$ cat src/rtl/conv_pool.sv
// conv_pool: ReLU + 2x2/2 max pool + u8 requant over the conv output memory.
// Reads one window at a time and streams one byte per window.
module conv_pool #(
   parameter  int DSIZE  = 256,
   parameter  int RD_LAT = 1,
   parameter  int DW     = 32,
   localparam int AW     = $clog2(DSIZE) + 1
) (
   input  logic          clk,
   input  logic          rst,
   input  logic          start,
   input  logic [7:0]    map_width,
   input  logic [7:0]    map_height,
   input  logic [4:0]    shift,
   output logic [AW-1:0] mo_addr,
   input  logic [DW-1:0] mo_data,
   output logic [7:0]    pool_data,
   output logic          pool_valid,
   input  logic          pool_ready,
   output logic          pool_last,
   output logic          busy,
   output logic          done
);

   typedef enum logic [2:0] {IDLE, READ, WAIT, EMIT, FIN} state_t;

   state_t state, nxt;

   logic [7:0]    w_q, ow, oh, ox, oy;
   logic [4:0]    sh;
   logic [15:0]   base, row_base, cur;
   logic [1:0]    rcnt, ccnt;
   logic [RD_LAT-1:0] vp;
   logic [DW-1:0] mx, relu, mx_nxt, q;
   logic [AW-1:0] addr_q;
   logic          cap, hs, last_win, zero;

   assign zero     = (map_width[7:1] == 7'd0) || (map_height[7:1] == 7'd0);
   assign cap      = vp[RD_LAT-1];
   assign hs       = (state == EMIT) && pool_valid && pool_ready;
   assign last_win = (ox == ow - 8'd1) && (oy == oh - 8'd1);

   // rcnt walks the window: +0, +1, +W, +W+1
   assign cur = base
              + (rcnt[1] ? {8'd0, w_q} : 16'd0)
              + {15'd0, rcnt[0]};

   assign mo_addr = (state == READ) ? cur[AW-1:0] : addr_q;
   assign relu    = mo_data[DW-1] ? '0 : mo_data;
   assign mx_nxt  = (ccnt == 2'd0 || relu > mx) ? relu : mx;
   assign q       = mx_nxt >> sh;
   assign busy    = (state == READ) || (state == WAIT) || (state == EMIT);

   always_ff @(posedge clk) begin
      if (rst) state <= IDLE;
      else     state <= nxt;
   end

   always_comb begin
      nxt = state;
      unique case (state)
         IDLE: if (start) nxt = zero ? FIN : READ;
         READ: if (rcnt == 2'd3) nxt = WAIT;
         WAIT: if (cap && ccnt == 2'd3) nxt = EMIT;
         EMIT: if (hs) nxt = last_win ? FIN : READ;
         FIN:  nxt = IDLE;
         default: nxt = IDLE;
      endcase
   end

   always_ff @(posedge clk) begin
      if (rst) begin
         vp         <= '0;
         w_q        <= '0;
         ow         <= '0;
         oh         <= '0;
         ox         <= '0;
         oy         <= '0;
         sh         <= '0;
         base       <= '0;
         row_base   <= '0;
         rcnt       <= '0;
         ccnt       <= '0;
         mx         <= '0;
         addr_q     <= '0;
         pool_data  <= '0;
         pool_valid <= 1'b0;
         pool_last  <= 1'b0;
         done       <= 1'b0;
      end else begin
         vp[0] <= (state == READ);
         for (int i = 1; i < RD_LAT; i++) vp[i] <= vp[i-1];
         if (state == IDLE && start) begin
            w_q      <= map_width;
            ow       <= map_width >> 1;
            oh       <= map_height >> 1;
            sh       <= shift;
            ox       <= '0;
            oy       <= '0;
            base     <= '0;
            row_base <= '0;
            rcnt     <= '0;
            ccnt     <= '0;
            done     <= 1'b0;
         end
         if (state == READ) begin
            addr_q <= cur[AW-1:0];
            rcnt   <= rcnt + 2'd1;
         end
         if (cap) begin
            mx   <= mx_nxt;
            ccnt <= ccnt + 2'd1;
            if (ccnt == 2'd3) begin
               pool_valid <= 1'b1;
               pool_data  <= (|q[DW-1:8]) ? 8'hff : q[7:0];
               pool_last  <= last_win;
            end
         end
         if (hs) begin
            pool_valid <= 1'b0;
            pool_last  <= 1'b0;
            if (ox == ow - 8'd1) begin
               ox       <= '0;
               oy       <= oy + 8'd1;
               row_base <= row_base + {7'd0, w_q, 1'b0};
               base     <= row_base + {7'd0, w_q, 1'b0};
            end else begin
               ox   <= ox + 8'd1;
               base <= base + 16'd2;
            end
         end
         if (nxt == FIN) done <= 1'b1;
      end
   end

endmodule

$ cat config.mk
export PLATFORM = sky130hd
export DESIGN_NAME = conv_pool
export DESIGN_NICKNAME = d
export VERILOG_FILES = /design/src/rtl/conv_pool.sv
export SDC_FILE = /design/constraint.sdc
export NUM_CORES = 1
export LEC_CHECK = 0
export ABC_CLOCK_PERIOD_IN_PS = 8850
export BUFFER_PORTS_ARGS = -buffer_cell sky130_fd_sc_hd__clkbuf_2
export CORE_UTILIZATION = 48
export CTS_BUF_LIST = sky130_fd_sc_hd__clkbuf_8
export DETAILED_ROUTE_END_ITERATION = 10
export GPL_ROUTABILITY_DRIVEN = 0
export PLACE_DENSITY = 0.72
export SYNTH_ARGS = -nofsm -noshare
export SYNTH_HDL_FRONTEND = slang
export SYNTH_SLANG_ARGS = --single-unit
$ cat constraint.sdc
create_clock -name clk -period 8.85 [get_ports clk]
set_input_delay 0.4425 -clock clk [delete_from_list [all_inputs] [get_ports clk]]
set_output_delay 0.4425 -clock clk [all_outputs]
set_load 0.01 [all_outputs]
* Yosys cells after proc, flatten, opt, wreduce, memory -nomap -nowiden *
Cells that the tools add are included.
W data, S select, Z words.

cells by class
  add/subtract/negate cells = 10
  $lt $le $gt $ge = 1
  equality and inequality tests = 8
  shift-type cells = 1
  multiplexer cells = 29
  reduce and logical (&&, ||, !) cells = 20

operators by type and width
  operator                 number
  $mux W16                 6
  $mux W8                  8
  $gt A31 B32 Y1           1
  $mux W32                 1
  $shr A32 B5 Y32          1
  $mux W31                 1
  $reduce_or A24 Y1        1
  $mux W3                  6
  $add A16 B2 Y16 const B  1
  $add A16 B9 Y16          1
  $add A8 B1 Y8 const B    2
  $eq A8 B8 Y1             2
  $sub A7 B1 Y8 const B    2
  $logic_not A7 Y1         2
  $pmux W3 S4              1
  $add A9 B1 Y9            1
  $add A9 B8 Y9            1
  $mux W9                  1
  $reduce_bool A2 Y1       4
  $eq A3 B2 Y1 const B     2
  $mux W2                  3
  $logic_and A1 B1 Y1      5
  $add A2 B1 Y2 const B    2
  $eq A2 B2 Y1 const B     2
  8 further kinds          12

storage, ports and cells
  register bits = 135
  bits of input ports = 57
  output and inout port bits = 21
  logic and storage cells = 87

* Logic depth before layout (Yosys ltp) *
  word-level depth = 8
  mapped depth = 19

* Worst setup path after synthesis *
Ideal clock, no wire load.

  kind = input to register
  from = in mo_data[31]
  to = reg pool_data[0]
  library setup time = 144 ps
  arrival time = 4406 ps
  path slack = 4301 ps
  stages = 16
  buffers on the path = 3
  cell sequence = clkbuf_1 > clkbuf_1 > nor2b_1 > ha_1 > nand4_1 > nor4_4 > a21boi_2 > o31ai_1 > nand2_1 > buf_2 > mux4_2 > a2111o_1 > a211oi_1 > o211ai_1 > a21oi_1 > a31oi_1

on the way
  word-level cells in the longest chain between the ends = 7

RTL lines
  item                    RTL line  source
  start: declaration      16        input logic [DW-1:0] mo_data,
  $mux W31 (*)            49        assign relu = mo_data[DW-1] ? '0 : mo_data;
  $gt A31 B32 Y1          50        assign mx_nxt = (ccnt == 2'd0 || relu > mx) ? relu : mx;
  $logic_or A1 B1 Y1      50
  $mux W32 (*)            50
  $shr A32 B5 Y32 (*)     51        assign q = mx_nxt >> sh;
  $reduce_or A24 Y1       115       pool_data <= (|q[DW-1:8]) ? 8'hff : q[7:0];
  $mux W8 (*)             115
  end signal: assignment  115
  end: declaration        17        output logic [7:0] pool_data,

Mark *: on every way between the ends. The rest lies on a longest branch, timed or not.
A chain may end at the register's enable or synchronous reset.

* Worst setup path in the final report *
  from = in mo_data[31]
  to = reg pool_data[6]

The elaborated chain is that of the path after synthesis.

==> results by group <==
CTS
  – Clock sink count: 114
  – Maximum level of the CTS H-tree: 4
  – Clock Latency Late Sink: around 0.47 ns
  – Clock slew at reported path FFs: 0.08 ns
  – Total CTS buffers: 17
  – Number of buffers inserted by post-CTS setup repair: 0
  – Maximum buffer depth of the clock tree: 2
  – CTS root buf: sky130_fd_sc_hd__clkbuf_8
  – CTS tree: yes
  – Resized cells post-CTS: 0
  – Post-CTS Hold Buffers: 0

Layout
  – Area growth, synth to finish: 9.61%
  – Nets@finish: 1,376
  – Ant. Diodes: 0
  – Final cell count without fillers: 1,505
  – Combined area of the multi-input logic cells: 6270 um2
  – Total of fill cells in the finished design: between 1,500 and 2,000
  – Seq. cell area: around 2300 um2
  – Finished Core Util: 54.5%
  – Commonest non-fill, non-tap cell in the layout: sky130_fd_sc_hd__nand2_1
  – Fin area: 9950 um2
  – Commonest non-fill, non-tap cells in the layout: 194 x sky130_fd_sc_hd__nand2_1, 149 x sky130_fd_sc_hd__a21oi_1, 112 x sky130_fd_sc_hd__dfxtp_1
  – Fraction of layout instances using a drive strength above 1: 13.6%

Logic synthesis
  – Synthesized cell area: between 9000 and 10,000 um2
  – Number of nets in the synthesized netlist: 1,345
  – Gate count after technology mapping: 1,232
  – Number of distinct standard cells referenced by the synthesized netlist: 84
  – Number of synthesized flops with an enable pin: 0
  – Share of flip-flops with an asynchronous set or reset: 0%
  – Average cell area after synthesis: 7.37 um2
  – Warning count from the yosys run: 0
  – Portion of the post-synthesis area used by sequential elements: between 20 and 30%
  – Post-synthesis register bit count: around 110
  – Commonest register cell after synthesis: sky130_fd_sc_hd__dfxtp_1

Placed design
  – Number of buffers added on ports: 76
  – Placement Cell Area: 9540 um2
  – Count of placed standard cells including taps: 1,473
  – Pre-CTS setup slack: 3.08 ns
  – Half-perimeter wire length after placement: 17.9 mm

STA
  – Setup repair after global routing missed its margin: false
  – Tightest Pin Transition: 1.06 ns
  – Layout Skew: approximately 0.02 ns
  – Worst slack on hold paths: around 0.19 ns
  – Final hold vios: 0
  – Max Fclk: 184 MHz
  – Count of endpoints failing setup in the final report: 0
  – Tightest slew margin relative to the limit: 29.1%
  – Worst-case setup margin in the final layout: 3.41 ns
  – Period utilization: 61.5%
  – Max-slew violation count: 0
  – Setup TNS: 0 ns
  – Minimum period implied by the final worst setup slack: around 5.4 ns

Global routing
  – Number of global-route vias before repair: 8,535
  – Global-route usage over all layers: 26.5%
  – Congestion Overflow GR: 0
  – Initial antenna violation count: 0
  – Wire length of the first global-routing pass: 41.7 mm
  – Largest net degree at the start of global routing: 97

Pwr
  – Net load switching power: between 0.4 and 0.5 mW
  – Total chip power: 1.38 mW
  – Part of the total power dissipated in sequential elements: 39.1%
  – Combinational fraction of design power: 22.7%
  – Power density normalized to cell area: 138 nW/um2
  – Clk network pwr share: approximately two fifths
  – Cell internal power dissipation: 0.900 mW
  – Static Leakage: 3.99 nW
  – Worst ir drop on vdd: 0.0983 mV
  – Switching share of power: 34.7%

Setup path
  – Kind of start point of the critical path: input port
  – Data arrival time of the worst path: 5.74 ns
  – Capturing element type of the critical path: register
  – Startpoint-to-endpoint class of the critical path: in -> reg
  – Critical path required time: 9.15 ns
  – Highest net fanout along the worst path: 31

Routing
  – WL/cell: 16.8 um
  – Number of iterations in the first detailed-routing pass: 6
  – Routed Wire Length: 25.3 mm
  – DR iter-0 viols: 760
  – Remaining antenna violation count after routing: 0
  – Count of vias placed by the detailed router: 9,040
  – Number of remaining DRC errors: 0
  – Vias/cell: 6.01

Floorplanning
  – Area enclosed by the die boundary: 19,500 um2
  – Initial Utilization: roughly half
  – Core Footprint: 18,300 um2
  – Width of the die: 140 um
  – Ports: 78
  – Die extent in y: 140 um
  – Rows: 49

Job
  – Number of maximum-capacitance violations: 0

Min path
  – Kind of path behind the tightest hold check: in -> reg

Status
  – Result of the run: completed
[final timing paths]
check	start	cells past startpoint	to	slack (ns)
max	mo_data[31]	15	pool_data[6]	3.41
min	shift[1]	3	sh[1]	0.19
max reg2reg	mx[26]	13	pool_data[6]	3.73
min reg2reg	row_base[0]	2	base[0]	0.46
[sequential cells by signal, summed over array words and instances (netlist names)]
| name | count |
|---|---|
| ox | 8 |
| pool_valid | 1 |
| addr_q | 9 |
| oh | 7 |
| state | 3 |
| done | 1 |
| pool_data | 8 |
| rcnt | 2 |
| sh | 5 |
| row_base | 9 |
| cap | 1 |
| w_q | 8 |
| oy | 8 |
| mx | 32 |
| ccnt | 2 |
| pool_last | 1 |
| base | 9 |
[logic make-up after synthesis]
logic type / synth area share (%)
compound gates: 23.9
xor+xnor: 2.99
fa+ha+maj: 7.97
buf+inv: 6.00
flops: 25.1
mux: 7.61
simple gates: 26.4
[power groups by stage]
stage	Sequential [mW]	Combinational [mW]	Clock [mW]
2_1_floorplan	0.544	0.230	0
3_3_place_gp	0.550	0.301	0
3_5_place_dp	0.550	0.306	0
4_1_cts	0.538	0.307	0.533
5_1_grt	0.540	0.343	0.558
6_report	0.539	0.312	0.527
[area by class of cell]
cell class / count / area share, %
tap: 229 / 2.88
clock inverter: 15 / 1.74
clock buffer: 17 / 2.35
sequential: 114 / 23.0
timing repair buffer: 90 / 4.91
inverter: 57 / 2.15
multi-input combinational: 983 / 63.0
[synth_stat cells (6+ instances only)]
| cell type | number | area share, % |
|---|---|---|
| sky130_fd_sc_hd__nor2b_1 | 35 | 2.4 |
| sky130_fd_sc_hd__a22oi_1 | 7 | 0.58 |
| sky130_fd_sc_hd__nor2_1 | 106 | 4.4 |
| sky130_fd_sc_hd__nand4_1 | 14 | 0.96 |
| sky130_fd_sc_hd__inv_1 | 55 | 2.3 |
| sky130_fd_sc_hd__and3_1 | 14 | 0.96 |
| sky130_fd_sc_hd__nor3_1 | 30 | 1.7 |
| sky130_fd_sc_hd__a31oi_1 | 21 | 1.4 |
| sky130_fd_sc_hd__and2_1 | 17 | 1.2 |
| sky130_fd_sc_hd__mux2_2 | 6 | 0.74 |
| sky130_fd_sc_hd__o31ai_1 | 10 | 0.83 |
| sky130_fd_sc_hd__xnor2_1 | 17 | 1.6 |
| sky130_fd_sc_hd__nand2b_1 | 15 | 1.0 |
| sky130_fd_sc_hd__dfxtp_1 | 114 | 25 |
| sky130_fd_sc_hd__nor3b_1 | 7 | 0.58 |
| sky130_fd_sc_hd__xor2_1 | 14 | 1.4 |
| sky130_fd_sc_hd__or2_2 | 7 | 0.48 |
| sky130_fd_sc_hd__ha_1 | 53 | 7.3 |
| sky130_fd_sc_hd__mux2i_1 | 33 | 3.6 |
| sky130_fd_sc_hd__buf_1 | 6 | 0.25 |
| sky130_fd_sc_hd__o221ai_1 | 6 | 0.58 |
| sky130_fd_sc_hd__a211oi_1 | 12 | 0.99 |
| sky130_fd_sc_hd__a21oi_1 | 149 | 8.2 |
| sky130_fd_sc_hd__a21o_1 | 20 | 1.7 |
| sky130_fd_sc_hd__mux4_2 | 12 | 3.0 |
| sky130_fd_sc_hd__o211ai_1 | 9 | 0.74 |
| sky130_fd_sc_hd__o21ai_0 | 48 | 2.6 |
| sky130_fd_sc_hd__buf_2 | 6 | 0.33 |
| sky130_fd_sc_hd__nand3_1 | 33 | 1.8 |
| sky130_fd_sc_hd__clkbuf_1 | 62 | 2.6 |
| sky130_fd_sc_hd__nand2_1 | 194 | 8.0 |
[worst max-delay path, stage by stage]
cell and delay, ns:
sky130_fd_sc_hd__clkbuf_2 0.48, sky130_fd_sc_hd__nand2b_1 0.27, sky130_fd_sc_hd__inv_1 0.06, sky130_fd_sc_hd__ha_1 0.29, sky130_fd_sc_hd__nand4_1 0.22, sky130_fd_sc_hd__nor4_1 0.49, sky130_fd_sc_hd__nand3_1 0.21, sky130_fd_sc_hd__o31a_1 0.40
sky130_fd_sc_hd__nor2_4 0.65, sky130_fd_sc_hd__mux2i_4 0.38, sky130_fd_sc_hd__a21oi_2 0.10, sky130_fd_sc_hd__mux4_2 0.51, sky130_fd_sc_hd__or4_4 0.57, sky130_fd_sc_hd__nor4b_4 0.49, sky130_fd_sc_hd__a31oi_1 0.17
[layer usage]
layer | share of wire, % | vias up | global-route usage [%]
li1 | - | 4456 | -
met1 | 45 | 4197 | 34.4
met2 | 46 | 331 | 43.1
met3 | 6.6 | 56 | 5.20
met4 | 2.4 | 0 | 10.6
met5 | 0 | - | 0
(Power assumes the default switching activity.)
